File: src/rtl/pool2_cu_pkg.sv
// pool2_cu_pkg: shared FSM state encoding and handshake width for the pool2 control unit
package pool2_cu_pkg;
  typedef enum logic [1:0] {IDLE, READ, DRAIN} state_t;
  localparam int HS_W = 1;
endpackage

File: src/rtl/pool2_cu_delay_n_1.sv
// delay_n_1: N-cycle single-bit delay line, cleared by asynchronous active-high reset
// ports: clk, reset, d (input bit), q (d delayed N cycles)
module delay_n_1 #(
  parameter int N = 1
) (
  input  logic clk,
  input  logic reset,
  input  logic d,
  output logic q
);
  logic [N-1:0] sr;
  always_ff @(posedge clk or posedge reset)
    if (reset) sr <= '0;
    else begin
      sr[0] <= d;
      for (int i = 1; i < N; i++) sr[i] <= sr[i-1];
    end
  assign q = sr[N-1];
endmodule

File: src/rtl/pool2_cu.sv
// pool2_cu: second pooling stage control unit, walks pooling windows over the conv2 map
// ports: clk/reset; start_from_previous/end_to_previous upstream handshake; ifm read enable/address;
//        pool_load/pool_enable to the max/avg datapath; next-stage write enable/address;
//        end_from_next/start_to_next downstream handshake
module pool2_cu
  import pool2_cu_pkg::*;
#(
  parameter int IFM_SIZE              = 10,
  parameter int POOL_SIZE             = 2,
  parameter int READ_LATENCY          = 1,
  parameter int IFM_SIZE_NEXT         = IFM_SIZE / POOL_SIZE,
  parameter int ADDRESS_SIZE_IFM      = $clog2(IFM_SIZE * IFM_SIZE),
  parameter int ADDRESS_SIZE_NEXT_IFM = $clog2(IFM_SIZE_NEXT * IFM_SIZE_NEXT)
) (
  input  logic                             clk,
  input  logic                             reset,
  input  logic [HS_W-1:0]                  start_from_previous,
  output logic [HS_W-1:0]                  end_to_previous,
  output logic                             ifm_enable_read_current,
  output logic [ADDRESS_SIZE_IFM-1:0]      ifm_address_read_current,
  output logic                             pool_load,
  output logic                             pool_enable,
  output logic                             ifm_enable_write_next,
  output logic [ADDRESS_SIZE_NEXT_IFM-1:0] ifm_address_write_next,
  input  logic [HS_W-1:0]                  end_from_next,
  output logic [HS_W-1:0]                  start_to_next
);
  localparam int WW = POOL_SIZE > 1 ? $clog2(POOL_SIZE) : 1;
  localparam int OW = IFM_SIZE_NEXT > 1 ? $clog2(IFM_SIZE_NEXT) : 1;
  localparam int DW = $clog2(READ_LATENCY + 2);
  state_t state;
  logic [WW-1:0] win_col, win_row, n_win_col, n_win_row;
  logic [OW-1:0] out_col, out_row, n_out_col, n_out_row;
  logic [DW-1:0] drain_cnt;
  logic start_pending, out_full, go, last_rd, rd_first, rd_last, wr_last;
  logic wc_max, wr_max, oc_max, or_max;
  function automatic logic [ADDRESS_SIZE_IFM-1:0] rd_addr(input logic [OW-1:0] orow, ocol,
                                                           input logic [WW-1:0] wrow, wcol);
    return ADDRESS_SIZE_IFM'((int'(orow) * POOL_SIZE + int'(wrow)) * IFM_SIZE
                             + int'(ocol) * POOL_SIZE + int'(wcol));
  endfunction
  always_comb begin
    wc_max    = win_col == WW'(POOL_SIZE - 1);
    wr_max    = win_row == WW'(POOL_SIZE - 1);
    oc_max    = out_col == OW'(IFM_SIZE_NEXT - 1);
    or_max    = out_row == OW'(IFM_SIZE_NEXT - 1);
    n_win_col = wc_max ? '0 : win_col + 1'b1;
    n_win_row = wc_max ? (wr_max ? '0 : win_row + 1'b1) : win_row;
    n_out_col = (wc_max & wr_max) ? (oc_max ? '0 : out_col + 1'b1) : out_col;
    n_out_row = (wc_max & wr_max & oc_max) ? (or_max ? '0 : out_row + 1'b1) : out_row;
    last_rd   = wc_max & wr_max & oc_max & or_max;
  end
  assign go              = (start_from_previous | start_pending) & ~out_full;
  assign end_to_previous = (state == IDLE) & ~start_pending;
  // counters always describe the read currently on the bus, so the window flags come straight from them
  assign rd_first        = ifm_enable_read_current & (win_row == '0) & (win_col == '0);
  assign rd_last         = ifm_enable_read_current & wc_max & wr_max;
  always_ff @(posedge clk or posedge reset)
    if (reset) begin
      state                    <= IDLE;
      win_col                  <= '0;
      win_row                  <= '0;
      out_col                  <= '0;
      out_row                  <= '0;
      drain_cnt                <= '0;
      start_pending            <= 1'b0;
      ifm_enable_read_current  <= 1'b0;
      ifm_address_read_current <= '0;
    end else
      case (state)
        IDLE: begin
          start_pending <= ~go & (start_pending | start_from_previous);
          if (go) begin
            state                    <= READ;
            ifm_enable_read_current  <= 1'b1;
            ifm_address_read_current <= '0;
          end
        end
        READ: begin
          win_col                  <= n_win_col;
          win_row                  <= n_win_row;
          out_col                  <= n_out_col;
          out_row                  <= n_out_row;
          ifm_address_read_current <= rd_addr(n_out_row, n_out_col, n_win_row, n_win_col);
          if (last_rd) begin
            state                   <= DRAIN;
            ifm_enable_read_current <= 1'b0;
          end
        end
        DRAIN: begin
          drain_cnt <= drain_cnt + 1'b1;
          if (drain_cnt == DW'(READ_LATENCY)) begin
            state     <= IDLE;
            drain_cnt <= '0;
          end
        end
        default: state <= IDLE;
      endcase
  delay_n_1 #(.N(READ_LATENCY)) u_pool_enable (
    .clk(clk), .reset(reset), .d(ifm_enable_read_current), .q(pool_enable)
  );
  delay_n_1 #(.N(READ_LATENCY)) u_pool_load (
    .clk(clk), .reset(reset), .d(rd_first), .q(pool_load)
  );
  // one extra stage: the datapath result is ready the cycle after the window's last sample
  delay_n_1 #(.N(READ_LATENCY + 1)) u_write (
    .clk(clk), .reset(reset), .d(rd_last), .q(ifm_enable_write_next)
  );
  assign wr_last       = ifm_address_write_next == ADDRESS_SIZE_NEXT_IFM'(IFM_SIZE_NEXT * IFM_SIZE_NEXT - 1);
  assign start_to_next = out_full & end_from_next;
  always_ff @(posedge clk or posedge reset)
    if (reset) begin
      ifm_address_write_next <= '0;
      out_full               <= 1'b0;
    end else begin
      if (ifm_enable_write_next) ifm_address_write_next <= wr_last ? '0 : ifm_address_write_next + 1'b1;
      out_full <= (ifm_enable_write_next & wr_last) | (out_full & ~end_from_next);
    end
endmodule

File: config.mk
export PLATFORM = sky130hd
export DESIGN_NAME = pool2_cu
export DESIGN_NICKNAME = d
export VERILOG_FILES = /design/src/rtl/pool2_cu_pkg.sv /design/src/rtl/pool2_cu_delay_n_1.sv /design/src/rtl/pool2_cu.sv
export SDC_FILE = /design/constraint.sdc
export NUM_CORES = 1
export LEC_CHECK = 0
export BUFFER_PORTS_ARGS = -buffer_cell sky130_fd_sc_hd__buf_2
export CELL_PAD_IN_SITES_DETAIL_PLACEMENT = 0
export CELL_PAD_IN_SITES_GLOBAL_PLACEMENT = 1
export CORE_MARGIN = 5
export CORE_UTILIZATION = 36
export CTS_BUF_LIST = sky130_fd_sc_hd__clkbuf_8
export CTS_CLUSTER_DIAMETER = 80
export DETAILED_ROUTE_END_ITERATION = 16
export GPL_ROUTABILITY_DRIVEN = 0
export PLACE_DENSITY = 0.74
export SYNTH_ARGS = -nofsm -noshare
export SYNTH_HDL_FRONTEND = slang
export SYNTH_SLANG_ARGS = --single-unit
File: constraint.sdc
create_clock -name clk -period 6.7 [get_ports clk]
set_input_delay 0 -clock clk [delete_from_list [all_inputs] [get_ports clk]]
set_output_delay 0 -clock clk [all_outputs]
set_load 0.02 [all_outputs]
# Word-level counts from Yosys, hierarchy flattened
# Index checks and enable logic that the tools add are counted.
[word_totals] regBits=31 in_bits=4 output_inout_bits=18
[classes] add_sub_neg=9 mul=1 n_eq_ne=9 n_mux=18 bitwise=21 reduce_logical=5
[ops] operator="7-bit one-hot mux with 2 select lines" count=1
[ops] operator="1-bit bitwise AND" count=13
[ops] operator="3-bit two-way mux" count=4
[ops] operator="2-bit two-way mux" count=4
[ops] operator="7-bit by 1-bit adder with 7-bit output" count=1
[ops] operator="7-bit by 4-bit adder with 7-bit output" count=1
[ops] operator="7-bit two-way mux" count=1
[ops] operator="3-bit by 1-bit adder with 3-bit output (second input constant)" count=2
[ops] operator="3-bit == test (second input constant)" count=2
[ops] operator="5-bit by 3-bit multiplier with 6-bit output (second input constant)" count=1
[ops] operator="2-bit inequality test (second input constant)" count=3
[ops] operator="1-bit inverter" count=6
[ops] operator="2-bit one-hot mux with 3 select lines" count=1
[ops] operator="3-bit AND reduction" count=2
[ops] operator="4-bit by 1-bit adder with 5-bit output" count=1
[ops] operator="5-bit by 1-bit adder with 5-bit output (second input constant)" count=1
[ops] operator="5-bit == test (second input constant)" count=1
[ops] operator="1-bit two-way mux" count=5
[ops] operator="5-bit two-way mux" count=1
[ops] operator="2-bit by 1-bit == test with 1-bit output (second input constant)" count=2
[ops] operator="1-bit adder (second input constant)" count=2
[ops] operator="2-bit by 1-bit adder with 2-bit output (second input constant)" count=1
[ops] operator="2-bit == test (second input constant)" count=1
[ops] operator="2-bit logical NOT" count=1
[ops] operator="other kinds (4)" count=5

# Depth between registers and ports, before layout
# Gate-level depths: netlist of the first run.
[depth] word_depth=8 mapped_depth=12 mapped_depth_nobuf=12

# Cells and area by module
# A second synthesis of the first run with hierarchy kept.
[hier_totals] cells_unflattened=159 hier_area_um2=1635.3
[by_module_without_submodules] module="pool2_cu" instances=1 cells_per_inst=152 area_per_inst_um2=1524.0 seq_area_each_um2=675.6
[by_module_without_submodules] module="delay_n_1 (u_pool_enable ...)" instances=2 cells_per_inst=2 area_per_inst_um2=28.8 seq_area_each_um2=25.0
[by_module_without_submodules] module="delay_n_1 (u_write)" instances=1 cells_per_inst=3 area_per_inst_um2=53.8 seq_area_each_um2=50.0

# Worst setup path before layout of the first run
# No wires, ideal clock.
[synth_path] path_type="register to register" from="reg out_col[0]" to="reg ifm_address_read_current[6]" setup_ns=0.076 t_arrival_ns=2.820 setup_slack_ns=3.803 stages_incl_launch_ff=12 synth_period_minus_slack_ns=2.897 path_cell_list="dfrtp_1 -> inv_1 -> ha_1 -> nand3_4 -> o21ai_0 -> ha_1 -> ha_1 -> inv_1 -> fa_1 -> nor4b_1 -> xnor3_1 -> o21ai_1"
[synth_via] elab_chain_len=8 word_cells_on_any_way=11 cone_classes="4 x add/sub; 1 x mul; 1 x eq/ne; 4 x mux; 1 x bitwise"
[synth_lines] item="from (decl)" line_no="pool2_cu.sv:33" source="logic [OW-1:0] out_col, out_row, n_out_col, n_out_row;"
[synth_lines] item="from (signal assigned)" line_no="pool2_cu.sv:82" source="out_col <= n_out_col;"
[synth_lines] item="3-bit == test" line_no="pool2_cu.sv:45" source="oc_max = out_col == OW'(IFM_SIZE_NEXT - 1);"
[synth_lines] item="1-bit bitwise AND" line_no="pool2_cu.sv:50" source="n_out_row = (wc_max & wr_max & oc_max) ? (or_max ? '0 : out_row + 1'b1) : out_row;"
[synth_lines] item="3-bit two-way mux" line_no="pool2_cu.sv:50"
[synth_lines] item="via n_out_row[0]" line_no="pool2_cu.sv:33"
[synth_lines] item="4-bit by 1-bit adder with 5-bit output" line_no="pool2_cu.sv:39" source="return ADDRESS_SIZE_IFM'((int'(orow) * POOL_SIZE + int'(wrow)) * IFM_SIZE"
[synth_lines] item="5-bit by 3-bit multiplier with 6-bit output" line_no="pool2_cu.sv:39"
[synth_lines] item="7-bit by 4-bit adder with 7-bit output" line_no="pool2_cu.sv:40" source="+ int'(ocol) * POOL_SIZE + int'(wcol));"
[synth_lines] item="7-bit by 1-bit adder with 7-bit output" line_no="pool2_cu.sv:40"
[synth_lines] item="7-bit one-hot mux with 2 select lines" line_no="pool2_cu.sv:70" source="case (state)"
[synth_lines] item="to (signal assigned)" line_no="pool2_cu.sv:84" source="ifm_address_read_current <= rd_addr(n_out_row, n_out_col, n_win_row, n_win_col);"
[synth_lines] item="to (decl)" line_no="pool2_cu.sv:20" source="output logic [ADDRESS_SIZE_IFM-1:0] ifm_address_read_current,"
# The timed path passes the listed nets, and every way through them passes these cells.
# A chain may end at the register's enable or synchronous reset.

# Worst setup path in the final report of the first run
[layout_path] from="reg win_col, in the netlist wc_max" to="reg ifm_address_read_current[6]"
[layout_via] elab_chain_len=8 word_cells_on_any_way=12 cone_classes="4 x add/sub; 1 x mul; 5 x mux; 2 x bitwise"
[layout_lines] item="from (decl)" line_no="pool2_cu.sv:32" source="logic [WW-1:0] win_col, win_row, n_win_col, n_win_row;"
[layout_lines] item="from (signal assigned)" line_no="pool2_cu.sv:80" source="win_col <= n_win_col;"
[layout_lines] item="1-bit bitwise AND (2 in series)" line_no="pool2_cu.sv:50"
[layout_lines] item="3-bit two-way mux" line_no="pool2_cu.sv:50"
[layout_lines] item="via n_out_row[0]" line_no="pool2_cu.sv:33"
[layout_lines] item="4-bit by 1-bit adder with 5-bit output" line_no="pool2_cu.sv:39"
[layout_lines] item="5-bit by 3-bit multiplier with 6-bit output" line_no="pool2_cu.sv:39"
[layout_lines] item="7-bit by 4-bit adder with 7-bit output" line_no="pool2_cu.sv:40"
[layout_lines] item="7-bit by 1-bit adder with 7-bit output" line_no="pool2_cu.sv:40"
[layout_lines] item="7-bit one-hot mux with 2 select lines" line_no="pool2_cu.sv:70"
# The timed path passes the listed nets, and every way through them passes these cells.

==> results of run 1 <==
-- state kept, by name, summed over array words and instances (netlist names) --
name	count
ifm_address_read_current	7
ifm_address_write_next	5
out_col	3
out_row	3
drain_cnt	2
state	2
u_write.sr	2
ifm_enable_read_current	1
out_full	1
start_pending	1
u_pool_enable.q	1
u_pool_load.q	1
wc_max	1
win_row	1
-- logic make-up (layout without fill, tap and decap cells) --
logic type,count (synthesis),in the layout,share of synthesized area (%)
and+or+nand+nor,49,49,14.50
AOI/OAI and AO/OA,36,36,13.67
DFF,31,31,46.83
buffers and inverters,18,44,4.380
adders and majority gates,14,14,11.48
xor gates and xnor gates,11,11,6.646
muxes,4,4,2.492
-- area by class of cell --
cell class / count / area [sq um]
Inverter: 12 / 45.04
Tap cell: 52 / 65.06
Clock inverter: 1 / 5.005
Multi-Input combinational cell: 114 / 808.3
Clock buffer: 6 / 82.58
Sequential cell: 31 / 775.7
Fill cell: 410 / 2490
Timing Repair Buffer: 25 / 142.6
-- cells in the final DEF (no fill, tap or decap), types with 2 or more instances in the layout --
| cell | instances |
|---|---|
| a21o_1 | 3 |
| ha_1 | 12 |
| dfrtp_1 | 31 |
| fa_1 | 2 |
| a22o_1 | 3 |
| xnor2_1 | 6 |
| nand2_1 | 24 |
| inv_1 | 12 |
| buf_2 | 21 |
| nor2b_1 | 4 |
| o21ai_0 | 17 |
| dlygate4sd3_1 | 3 |
| nor3_1 | 3 |
| nor2_1 | 7 |
| nand3_1 | 2 |
| xor2_1 | 4 |
| clkbuf_8 | 6 |
| a21oi_1 | 4 |
| mux2i_1 | 3 |
-- worst min path at each step --
stage / startpoint / end / slack [ps] / depth (start not counted)
CTS: reset / out_col[1]$_DFFE_PP0P_ / 350 / 4
floorplan: reset / drain_cnt[0]$_DFFE_PP0P_ / 100 / 1
global placement: reset / ifm_address_read_current[5]$_DFFE_PP0P_ / 100 / 3
detailed placement: reset / ifm_address_read_current[3]$_DFFE_PP0P_ / 100 / 3
global route: u_write.sr[0]$_DFF_PP0_ / u_write.sr[1]$_DFF_PP0_ / 350 / 0
finish: reset / ifm_address_read_current[3]$_DFFE_PP0P_ / 330 / 4
-- what timing repair did --
action | 4_1_cts | 5_1_grt
hold buffers | 3 | 0
hold endpoints to repair | 33 | 0
endpoints found under the setup margin | 0 | 0
-- stage by stage --
| stage | cell area (sq um) | hold slack, ps | instances |
|---|---|---|---|
| 6_report | 1924 | 331.6 | 241 |
| 3_3_place_gp | 1807 | 97.03 | 231 |
| 3_5_place_dp | 1807 | 104.4 | 231 |
| 2_1_floorplan | 1657 | 103.5 | 163 |
| 4_1_cts | 1924 | 346.3 | 241 |
| 5_1_grt | 1924 | 354.6 | 241 |
-- worst register-to-register path, delay by kind of cell (launching register included) --
family,cells,cell delay (ps)
flops,1,410
fa+ha+maj,4,1350
simple gates,2,590
xor+xnor,1,280
buf+inv,1,70
compound gates,2,620
-- routing by layer --
| metal | GRT usage (%) | wire length (um) | vias up |
|---|---|---|---|
| met1 | 15.45 | 1539 | 594 |
| met5 | 0 | 0 | - |
| li1 | - | - | 595 |
| met2 | 19.28 | 1595 | 30 |
| met4 | 5.842 | 63 | 0 |
| met3 | 3.472 | 181 | 7 |
-- power by group through the flow --
stage / registers, mW / logic, mW / clock network [mW]
floorplan: 0.333 / 0.261 / 0
global placement: 0.297 / 0.389 / 0
detailed placement: 0.301 / 0.400 / 0
CTS: 0.299 / 0.404 / 0.155
global route: 0.308 / 0.454 / 0.164
finish: 0.300 / 0.402 / 0.148
==> key figures, run 1 <==
Die
  – DIE AREA: 6058 sq um
  – Die height: 77.84 um
  – DIE WIDTH: 77.84 um
  – Starting density of the core: a little under two fifths
  – Cell row count: 24
  – Io pins: 22
  – Core ar.: ~4400 sq um

Pwr
  – Sequential share of power: 35.3%
  – Psw: 0.3477 mW
  – Worst VDD drop: ~220 uV
  – Clock power frac: 17.4%
  – Internal power: 0.5018 mW
  – Switching share of power: 40.93%
  – Comb power frac: 47.3%
  – Total Power: 0.8495 mW
  – Power per cell area: 441.4 nW/um^2
  – Lkg Pwr: around 0.94 nW

Timing
  – Setup Skew: 2.314 ps
  – Setup_tns: 0 ps
  – Fin. Hold Viols: 0
  – RSZ-0062 raised after global routing: no
  – Slew Limit Fails: 0
  – Worst-margin pin slew: 757.2 ps
  – Minimum clock period: 3386 ps
  – Final setup margin: 3314 ps
  – Fmax: 0.2953 GHz
  – Slew Limit Headroom: between 40% and 50%
  – Final Setup Violations: 0
  – Period utilization: a little over 50%

Worst setup path
  – R2R setup slack: 3310 ps
  – Reg2Reg Depth: 10
  – CP required: 6900 ps
  – CP Depth: 10
  – R2R Path End: ifm_address_read_current[6]$_DFFE_PP0P_
  – Largest stage delay on the critical path: 490 ps
  – CP Capture Point: ifm_address_read_current[6]$_DFFE_PP0P_
  – CP top delay family: adder cells
  – CP bufs+invs: 1
  – Critical path origin: wc_max$_DFFE_PP0P_
  – Slowest-stage cell, CP: o21ai_0
  – Worst setup SP type: register
  – Crit path cell chain: ha_1 -> nand3_4 -> o21ai_0 -> ha_1 -> ha_1 -> inv_1 -> fa_1 -> nor4b_1 -> xnor3_1 -> o21ai_1
  – Critical path type: reg -> reg
  – Crit path max fanout: 9
  – Crit path DAT: between 3000 and 4000 ps
  – Crit end category: register
  – Most frequent CP cell: ha_1
  – Reg2reg start: wc_max$_DFFE_PP0P_

Placement
  – IO Port Bufs: 21
  – Post-DP HPWL: between 2 and 2.5 mm
  – Setup WS pre-CTS: 3357 ps

Outcome
  – Run status: completed

Cells and area
  – Layout cells sized above 1: 18.52%
  – Number of diodes: 0
  – Final Util: 43.59%
  – Final nets: 207
  – Area grow syn2layout: 16.16%

GRT
  – Pin count of the biggest net entering global routing: 32
  – GRT overflow: 0
  – Vias in the first global route: between 1000 and 1500
  – First-pass GRT wire length: a little under 6 mm
  – Initial antenna violation count: 0
  – GRT Overall Usage: 12.26%

Route
  – Initial detailed-routing violation count: 52
  – Vias per cell: 5.087
  – TritonRoute pass-1 iters: 4
  – Detailed-route via count: around 1200
  – WL final: 3.379 mm
  – Final antenna-violating net count: 0
  – Per-cell routed wire length: roughly 14 um
  – Drc violations: 0

Yosys
  – Mapped Area: 1657 sq um
  – Count leader, synth: dfrtp_1
  – Seq/Total Area, Yosys: between 40 and 50%
  – Synthesis Warnings: 0
  – Gate Count Post-Synth: 163
  – Ys flop type: dfrtp_1
  – Number of synthesized flops with an enable pin: 0
  – Syn Nets: 181
  – Synth top area cells: dfrtp_1 (47%), ha_1 (9.1%), nand2_1 (5.4%)
  – Most area-hungry cell type in the Yosys netlist: dfrtp_1
  – #FFs+latches synth: 31
  – Yosys top cell area share: 46.83%
  – Asr flop ratio synth: 100.0%
  – Synth top cells by count: dfrtp_1 (31), nand2_1 (24), o21ai_0 (17)
  – Post-Syn Area per Cell: 10.16 sq um
  – Unique masters post-synth: 39

Clock tree
  – Post-CTS setup buffers: 0
  – CTS tree: built
  – Clk Latency, worst-skew pair: approximately 280 ps
  – Clk buf depth: 2
  – Total CTS buffers: 5
  – Clk slew on worst S/H paths: 60 ps
  – Clk root buf: clkbuf_8
  – H-tree Lvls: 2
  – Clk sink count: 31
  – PostCTS Resize Cnt: 0

Min path
  – Hold crit path type: in -> async

Flow run
  – Maxcap violations: 0
Power figures use the tool's default switching activity.
==> inputs of run 2 (changes only) <==
Clock period 6.7 ns to 3.3 ns, I/O delays scaled along.
==> run 2 against run 1 <==
  * Sequential share of layout area decreased by 0.16 points
  * Worst setup slack worse by 3100 ps
  * Cell count grew 0.41%
  * Clock power rose by 99%
  * Utilization rose by 0.17 points
  * Critical path type unchanged
  * Critical endpoint unchanged
  * Largest cell class unchanged
  * Largest power group unchanged
  * Highest routed layer unchanged
==> key figures, run 2 (synthesis gave the netlist of run 1 again) <==
Route
  – WL final: 3.276 mm
  – Vias per cell: 5.054
  – TritonRoute pass-1 iters: 4
  – Final antenna-violating net count: 0
  – Drc violations: 0
  – Initial detailed-routing violation count: 54
  – Detailed-route via count: 1223
  – Per-cell routed wire length: roughly 14 um

Cells and area
  – Commonest cells after routing, fill and taps aside: dfrtp_1 (31), nand2_1 (24), buf_2 (21), o21ai_0 (17), inv_1 (12)
  – Commonest non-fill, non-tap cell in the layout: dfrtp_1
  – Final instance area: around 1900 sq um
  – Number of diodes: 0
  – Final Non-Filler Cells: 242
  – Largest registers: ifm_address_read_current x7, ifm_address_write_next x5
  – Register area: 775.7 sq um
  – Layout cells sized above 1: around a fifth
  – Largest register by flop count: ifm_address_read_current
  – Area grow syn2layout: 16.62%
  – Final nets: ~210
  – Max reg flops: 7
  – Fill count: approximately 430
  – Area of the multi-input gates: roughly 810 sq um

Min path
  – Hold Path Depth: 3
  – Hold crit path type: in -> reg
  – Hold path endpoint: start_pending$_DFFE_PP0P_
  – Worst min-delay path startpoint: start_from_previous

Clock tree
  – H-tree Lvls: 2
  – Clk slew on worst S/H paths: 60 ps
  – CTS tree: built
  – Post-CTS setup buffers: 0
  – Clk buf depth: 2
  – Total CTS buffers: 5
  – Clk sink count: 31
  – Clk Latency, worst-skew pair: about 280 ps
  – Clk root buf: clkbuf_8

GRT
  – First-pass GRT wire length: 5.851 mm
  – Vias in the first global route: 1285
  – Initial antenna violation count: 0
  – GRT Overall Usage: 12.45%
  – GRT overflow: 0
  – Pin count of the biggest net entering global routing: 22

Flow run
  – Maxcap violations: 0

Worst setup path
  – Reg2reg start: wc_max$_DFFE_PP0P_
  – Crit end category: register
  – R2R setup slack: around 220 ps
  – Crit path max fanout: 9
  – Worst setup SP type: register
  – Critical path type: reg -> reg
  – R2R Path End: ifm_address_read_current[6]$_DFFE_PP0P_
  – Reg2Reg Depth: 10
  – CP required: 3500 ps
  – Crit path DAT: around 3300 ps

Pwr
  – Clock power frac: 17.2%
  – Worst VDD drop: 416.8 uV
  – Power per cell area: 887.6 nW/um^2
  – Psw: about 0.68 mW
  – Sequential share of power: 35.4%
  – Comb power frac: 47.5%
  – Lkg Pwr: approximately 0.94 nW
  – Internal power: 1.030 mW
  – Switching share of power: between 30% and 40%

Timing
  – Fin. Hold Viols: 0
  – Slew Limit Headroom: around 47%
  – WHS: 8.936 ps
  – Setup Skew: 3.225 ps
  – Final Setup Violations: 0
  – Setup_tns: 0 ps
  – Period utilization: between 90% and 100%
  – Fmax: roughly 0.33 GHz
  – Slew Limit Fails: 0
  – Minimum clock period: between 3000 and 4000 ps
  – RSZ-0062 raised after global routing: no
  – Worst-margin pin slew: 798.1 ps

Placement
  – Dpl cell area: 1822 sq um
  – Placed Cells incl. Taps: about 230
  – IO Port Bufs: 21
  – Post-DP HPWL: 2.489 mm

Die
  – Io pins: 22
  – DIE AREA: 6058 sq um
  – Cell row count: 24
  – DIE WIDTH: 77.84 um
  – Die height: just under 80 um
  – Starting density of the core: 37.53%
  – Core ar.: 4414 sq um

Outcome
  – Run status: completed
==> run 2: changes by cell type in the layout (fill, tap and decap cells not counted) <==
cell	before	now
ha_1	12	11
dlygate4sd3_1	3	2
buf_4	1	3
ha_2	0	1
==> run 2: how the worst max path moves through the flow <==
stage | start | to | slack (ps) | depth (start not counted)
after floorplan | out_col[0]$_DFFE_PP0P_ | ifm_address_read_current[6]$_DFFE_PP0P_ | 400 | 11
after detailed placement | wc_max$_DFFE_PP0P_ | ifm_address_read_current[6]$_DFFE_PP0P_ | 200 | 10
after global placement | wc_max$_DFFE_PP0P_ | ifm_address_read_current[6]$_DFFE_PP0P_ | 340 | 11
after global routing | out_col[0]$_DFFE_PP0P_ | ifm_address_read_current[6]$_DFFE_PP0P_ | 90 | 11
after CTS | wc_max$_DFFE_PP0P_ | ifm_address_read_current[6]$_DFFE_PP0P_ | 150 | 10
final | wc_max$_DFFE_PP0P_ | ifm_address_read_current[6]$_DFFE_PP0P_ | 220 | 10
==> run 2: through the flow <==
step | setup WS (ps) | utilization [%] | power [mW]
floorplan | 403.3 | - | 1.206
global placement | 341.3 | 41.27 | 1.410
detailed placement | 201.0 | 41.27 | 1.428
CTS | 145.1 | 43.71 | 1.739
global route | 85.74 | 43.76 | 1.871
finish | 223.5 | 43.76 | 1.715
==> run 2: area by class of cell <==
cell class	count	share of cell area (%)
Multi-Input combinational cell	114	41.97
Clock buffer	6	4.275
Sequential cell	31	40.16
Tap cell	52	3.368
Inverter	12	2.332
Clock inverter	1	0.2591
Timing Repair Buffer	26	7.643
==> run 2: worst max-delay path, cell delays in order, from the launching register on <==
cell and delay (ps):
dfrtp_1 420, ha_2 320, nand3_4 150, o21ai_0 310, ha_1 290, ha_1 190, inv_1 60, fa_1 450
nor4b_1 390, xnor3_1 280, o21ai_1 130
==> run 2: power groups by stage <==
stage | sequential, mW | combinational (mW) | clock [mW]
final | 0.607 | 0.814 | 0.294
after global routing | 0.629 | 0.912 | 0.329
after CTS | 0.608 | 0.824 | 0.307
after detailed placement | 0.612 | 0.816 | 0
after global placement | 0.605 | 0.806 | 0
after floorplan | 0.676 | 0.531 | 0
==> run 2: timing repair <==
item | 4_1_cts | 5_1_grt
hold buffers | 2 | 0
endpoints found under the hold margin | 21 | 0
resized for setup | 0 | 1
endpoints found under the setup margin | 0 | 1
==> run 2: metal layers <==
metal,routed length [um],global-route usage (%),up-vias
met1,1485,14.41,591
met5,0,0,-
li1,-,-,600
met3,193,4.977,5
met2,1550,20.12,27
met4,46,5.670,0
